**src/rtl/multicycle_alu.sv**
```systemverilog
// multicycle_alu: EX-stage execution unit. Single-cycle arithmetic, logic and
// branch compares; SLL/SRL iterate through a serial shifter one bit per cycle.
// Results are held on a valid/ready output until the downstream stage takes them.
//
// state   | meaning
// --------+---------------------------------------------------------------
// S_IDLE  | ready for a new operation (in_ready=1)
// S_SHIFT | serial shift in progress, one bit per cycle
// S_DONE  | result/bcond valid, waiting for out_ready
module multicycle_alu #(
  parameter int DATA_W = 32
) (
  input  logic              clk,
  input  logic              reset,
  input  logic              in_valid,
  output logic              in_ready,
  input  logic [3:0]        alu_op,
  input  logic [DATA_W-1:0] in_a,
  input  logic [DATA_W-1:0] in_b,
  output logic              out_valid,
  input  logic              out_ready,
  output logic [DATA_W-1:0] result,
  output logic              bcond,
  output logic              busy
);

  localparam int SHW = $clog2(DATA_W);

  localparam logic [3:0] OP_ADD = 4'd0;
  localparam logic [3:0] OP_SUB = 4'd1;
  localparam logic [3:0] OP_SLL = 4'd2;
  localparam logic [3:0] OP_XOR = 4'd3;
  localparam logic [3:0] OP_OR  = 4'd4;
  localparam logic [3:0] OP_AND = 4'd5;
  localparam logic [3:0] OP_SRL = 4'd6;
  localparam logic [3:0] OP_BEQ = 4'd7;
  localparam logic [3:0] OP_BNE = 4'd8;
  localparam logic [3:0] OP_BLT = 4'd9;
  localparam logic [3:0] OP_BGE = 4'd10;

  typedef enum logic [1:0] {
    S_IDLE  = 2'd0,
    S_SHIFT = 2'd1,
    S_DONE  = 2'd2
  } state_t;

  state_t            state_q, state_d;
  logic              dir_left_q, dir_left_d;
  logic [DATA_W-1:0] sreg_q, sreg_d;
  logic [SHW-1:0]    cnt_q, cnt_d;
  logic [DATA_W-1:0] result_q, result_d;
  logic              bcond_q, bcond_d;

  logic [DATA_W-1:0] alu_res;
  logic              alu_bc;
  logic              is_shift;
  logic [SHW-1:0]    shamt;
  logic [DATA_W-1:0] shift_step;

  assign shamt = in_b[SHW-1:0];

  // Single-cycle datapath evaluated directly on the request inputs.
  always_comb begin
    alu_res  = '0;
    alu_bc   = 1'b0;
    is_shift = 1'b0;
    case (alu_op)
      OP_ADD: alu_res = in_a + in_b;
      OP_SUB: alu_res = in_a - in_b;
      OP_SLL: is_shift = 1'b1;
      OP_XOR: alu_res = in_a ^ in_b;
      OP_OR:  alu_res = in_a | in_b;
      OP_AND: alu_res = in_a & in_b;
      OP_SRL: is_shift = 1'b1;
      OP_BEQ: alu_bc = (in_a == in_b);
      OP_BNE: alu_bc = (in_a != in_b);
      OP_BLT: alu_bc = ($signed(in_a) < $signed(in_b));
      OP_BGE: alu_bc = ($signed(in_a) >= $signed(in_b));
      // Undefined codes execute as ADD.
      default: alu_res = in_a + in_b;
    endcase
  end

  // One-bit step of the serial shifter, zero fill in both directions.
  always_comb begin
    shift_step = dir_left_q ? {sreg_q[DATA_W-2:0], 1'b0}
                            : {1'b0, sreg_q[DATA_W-1:1]};
  end

  // Next-state and datapath update logic.
  always_comb begin
    state_d    = state_q;
    dir_left_d = dir_left_q;
    sreg_d     = sreg_q;
    cnt_d      = cnt_q;
    result_d   = result_q;
    bcond_d    = bcond_q;
    case (state_q)
      S_IDLE: begin
        if (in_valid) begin
          if (is_shift) begin
            dir_left_d = (alu_op == OP_SLL);
            sreg_d     = in_a;
            cnt_d      = shamt;
            if (shamt == '0) begin
              // Zero shift bypasses the shifter entirely.
              result_d = in_a;
              bcond_d  = 1'b0;
              state_d  = S_DONE;
            end else begin
              state_d = S_SHIFT;
            end
          end else begin
            result_d = alu_res;
            bcond_d  = alu_bc;
            state_d  = S_DONE;
          end
        end
      end
      S_SHIFT: begin
        sreg_d = shift_step;
        cnt_d  = cnt_q - 1'b1;
        // The final step's value goes straight to the result register.
        if (cnt_q == SHW'(1)) begin
          result_d = shift_step;
          bcond_d  = 1'b0;
          state_d  = S_DONE;
        end
      end
      S_DONE: begin
        if (out_ready) begin
          state_d = S_IDLE;
        end
      end
      default: state_d = S_IDLE;
    endcase
  end

  // State and datapath registers; reset discards any operation in flight.
  always_ff @(posedge clk or negedge reset) begin
    if (!reset) begin
      state_q    <= S_IDLE;
      dir_left_q <= 1'b0;
      sreg_q     <= '0;
      cnt_q      <= '0;
      result_q   <= '0;
      bcond_q    <= 1'b0;
    end else begin
      state_q    <= state_d;
      dir_left_q <= dir_left_d;
      sreg_q     <= sreg_d;
      cnt_q      <= cnt_d;
      result_q   <= result_d;
      bcond_q    <= bcond_d;
    end
  end

  assign in_ready  = (state_q == S_IDLE);
  assign out_valid = (state_q == S_DONE);
  assign busy      = (state_q != S_IDLE);
  assign result    = result_q;
  assign bcond     = bcond_q;

endmodule

```
**config.mk**
```make
export PLATFORM = sky130hd
export DESIGN_NAME = multicycle_alu
export DESIGN_NICKNAME = d
export VERILOG_FILES = /design/src/rtl/multicycle_alu.sv
export SDC_FILE = /design/constraint.sdc
export NUM_CORES = 1
export LEC_CHECK = 0
export BUFFER_PORTS_ARGS = -buffer_cell sky130_fd_sc_hd__buf_4
export CAP_MARGIN = 20
export CORE_MARGIN = 2
export CORE_UTILIZATION = 25
export CTS_BUF_LIST = sky130_fd_sc_hd__clkbuf_16
export DETAILED_ROUTE_END_ITERATION = 10
export GPL_ROUTABILITY_DRIVEN = 0
export HOLD_SLACK_MARGIN = 0.1
export PLACE_DENSITY = 0.45
export SETUP_SLACK_MARGIN = 0.2
export SYNTH_ARGS = -nofsm -noshare
export SYNTH_HDL_FRONTEND = slang
export SYNTH_SLANG_ARGS = --single-unit
```
**constraint.sdc**
```tcl
create_clock -name clk -period 1.94 [get_ports clk]
set_clock_uncertainty 0.1 [all_clocks]
set_input_delay 0.582 -clock clk [delete_from_list [all_inputs] [get_ports clk]]
set_output_delay 0.582 -clock clk [all_outputs]
set_load 0.01 [all_outputs]
```
==> results.md <==
- Detailed placement HPWL: 36.1 mm
- RSZ-0062 raised after global routing: yes
- CP Launch Type: input pin
- Buf/Inv on CP: 4
- Total Power: 12.5 mW
- Worst Hold Slack: 0.278 ns
- Die width: 194 um
- YS warnings: 0
- Fmax: 323 MHz
- Worst setup EP type: register
- WL/cell: 21.3 um
- Final setup viols: 71
- Seq/Total Area, Yosys: 20.3%
- Failing checks: setup timing
- Largest net degree at the start of global routing: 41
- Final routed DRC violation total: 0
- Hold Path Stages: 2
- Worst Hold Class: input pin to register
- Reg2reg start: cnt_q[2]
- Final net count: 1916
- Register bit total from synthesis: 73
- Most common cell after layout, fill and taps aside: buf_4
- N_diodes: 0
- Syn_area_per_cell: 7.27 um2
- Tcrit/Tclk final: 160%
- Skew-Pair Late Insertion Delay: 0.37 ns
- R2R depth: 10
- MaxCap Viol Count: 0
- Vias in the first global route: 11189
- Layout cells sized above 1: 47.6%
- Hold Startpoint: out_ready
- DR iter-0 viols: 1136
- Max stage delay cell, worst path: o311ai_4
- Clock-pin slew on the worst setup and hold paths: 0.07 ns
- Cells along the critical path: buf_12, inv_12, ha_4, inv_2, fa_2, nor3b_4, o311ai_4, a211oi_4, o31ai_4, buf_4, nor4_4, or3_4, a21o_1, a32oi_1, o21ai_1
- Std-Cell Rows: 69
- R2R Setup Slk: -0.29 ns
- Worst rel slew slack: 66.2%
- GRT Util Overall: 23.4%
- Leak Pwr: 7.33 nW
- R2R Path End: result[31]
- Slew Viols, Final: 0
- GR Overflow Total: 0
- Clock Sinks: 73
- CP delay by family, top: compound AO/OA/AOI/OAI gates
- CP arrival: 3.24 ns
- Number of port buffers: 107
- Syn_nets: 1412
- First-pass detailed-route iteration total: 5
- Final setup margin: -1.16 ns
- Die area: 37600 um2
- Initial antenna violation count: 2
- Antenna viol nets, final: 0
- Setup_tns: -35.27 ns
- Most common flop cell mapped by yosys: dfrtp_1
- Total CTS buffers: 9
- Post-synth EDFFs: 0
- Core area: 35600 um2
- CTS tree: done
- Most frequent cells in the layout: buf_4, nor2_1, a21oi_1
- Outcome: finished with violations
- Worst path required time: 2.08 ns
- Final Hold Viols: 0
- Worst-Margin Slew: 0.506 ns
- Peak supply drop: 583 uV
- Clk buf depth: 2
- Die Y: 194 um
- Area growth from synthesis to layout: 74.9%
- PwrDens: 791 nW/um2
- Gate Count Post-Synth: 1240
- Crit Path Max Fanout: 5
- H-tree depth: 3
- Hold Path Sink: state_q[1]
- Kind of critical path: input pin to register
- First-pass GRT wire length: 67.8 mm
- Via density: 5.30
- # fillers: 3680
- Fin crit period: 3.10 ns
- Async set or reset register ratio after synthesis: 100%
- Post-synth cell types: 76
- Inst Count DP: 2134
- Post-route insts no fill: 2210
- Synthesized area: 9010 um2
- Worst path max stage delay: 0.38 ns
- Clock Tree Root: clkbuf_16
- Initial Utilization: 25.3%
- Vias: 11723
- I/O pins: 108
- Total length of routed wires: 47.1 mm
==> sequential cells by signal (all words and copies together), names as in the netlist <==
name / cells
result: 32
sreg_q: 32
cnt_q: 5
state_q: 2
bcond: 1
dir_left_q: 1
==> worst reg2reg max path, delay by kind of cell (launching register included) <==
family                 cells  cell delay (ns)
buffers and inverters      2             0.43
flip-flops                 1             0.38
AO/OA/AOI/OAI              5             0.58
AND/OR/NAND/NOR            3             0.67
==> power breakdown <==
| part | internal, mW | switching (mW) | leakage [nW] |
|---|---|---|---|
| combinational | 3.77 | 3.82 | 6.27 |
| clock | 1.12 | 0.799 | 0.150 |
| sequential | 2.22 | 0.745 | 0.907 |
==> what timing repair did <==
item,CTS,global route
setup endpoints to repair,74,73
pin swaps,97,84
gates resized for setup,185,113
gates cloned,0,12
hold endpoints to repair,21,0
buffers inserted,29,18
hold buffers,1,0
==> how the worst max path moves through the flow <==
stage	from	end	slack [ns]	cells past startpoint
after floorplan	in_b[9]	result[24]	-1.18	11
after global placement	in_b[1]	result[29]	-1.68	12
after detailed placement	in_b[1]	result[29]	-1.68	12
after CTS	in_a[9]	bcond	-1.13	12
after global routing	in_a[0]	result[26]	-1.22	15
final	in_a[0]	result[26]	-1.16	15
==> synth_stat cells (20+ instances only) <==
cell        n  area share [%]
a21oi_1   125             6.9
o21ai_0   118             6.6
clkbuf_1   63             2.6
dfrtp_1    73              20
nor2_1    114             4.7
a21o_1     20             1.7
nand2_1   112             4.7
nor3_1     35             1.9
mux2i_1    32             3.6
ha_1       98              14
inv_1     103             4.3
a211oi_1   24             2.0
==> layout make-up <==
type                    instances  area (um2)  area share, %
multi-input cells             981        7740           49.1
repair buffers                576        4860           30.8
flip-flops and latches         73        1830           11.6
well taps                     461         577           3.66
inverters                     103         445           2.83
clock buffers                   9         225           1.43
clock inverters                 7        87.6          0.556
==> per-layer routing <==
layer | vias up | routed length (um) | global-route usage (%)
met5 | - | 13 | 0
met3 | 69 | 3580 | 4.38
met1 | 5643 | 22100 | 34.3
li1 | 5525 | - | -
met2 | 484 | 20100 | 34.7
met4 | 2 | 1290 | 6.31
==> cell families after synthesis <==
group           synth area share [%]
xor+xnor                       0.680
simple gates                    18.9
compound gates                  34.2
fa+ha+maj                       14.1
buf+inv                         7.87
flops                           20.3
mux                             4.05
==> metrics by stage <==
stage               area, um2  setup WS, ns  utilization, %
finish                  15800         -1.16            44.3
global placement        13600         -1.68            38.3
CTS                     14900         -1.13            41.9
global route            15800         -1.22            44.3
detailed placement      13600         -1.68            38.3
floorplan                9540         -1.18               -
No activity file was read; power rests on OpenSTA's default activity.
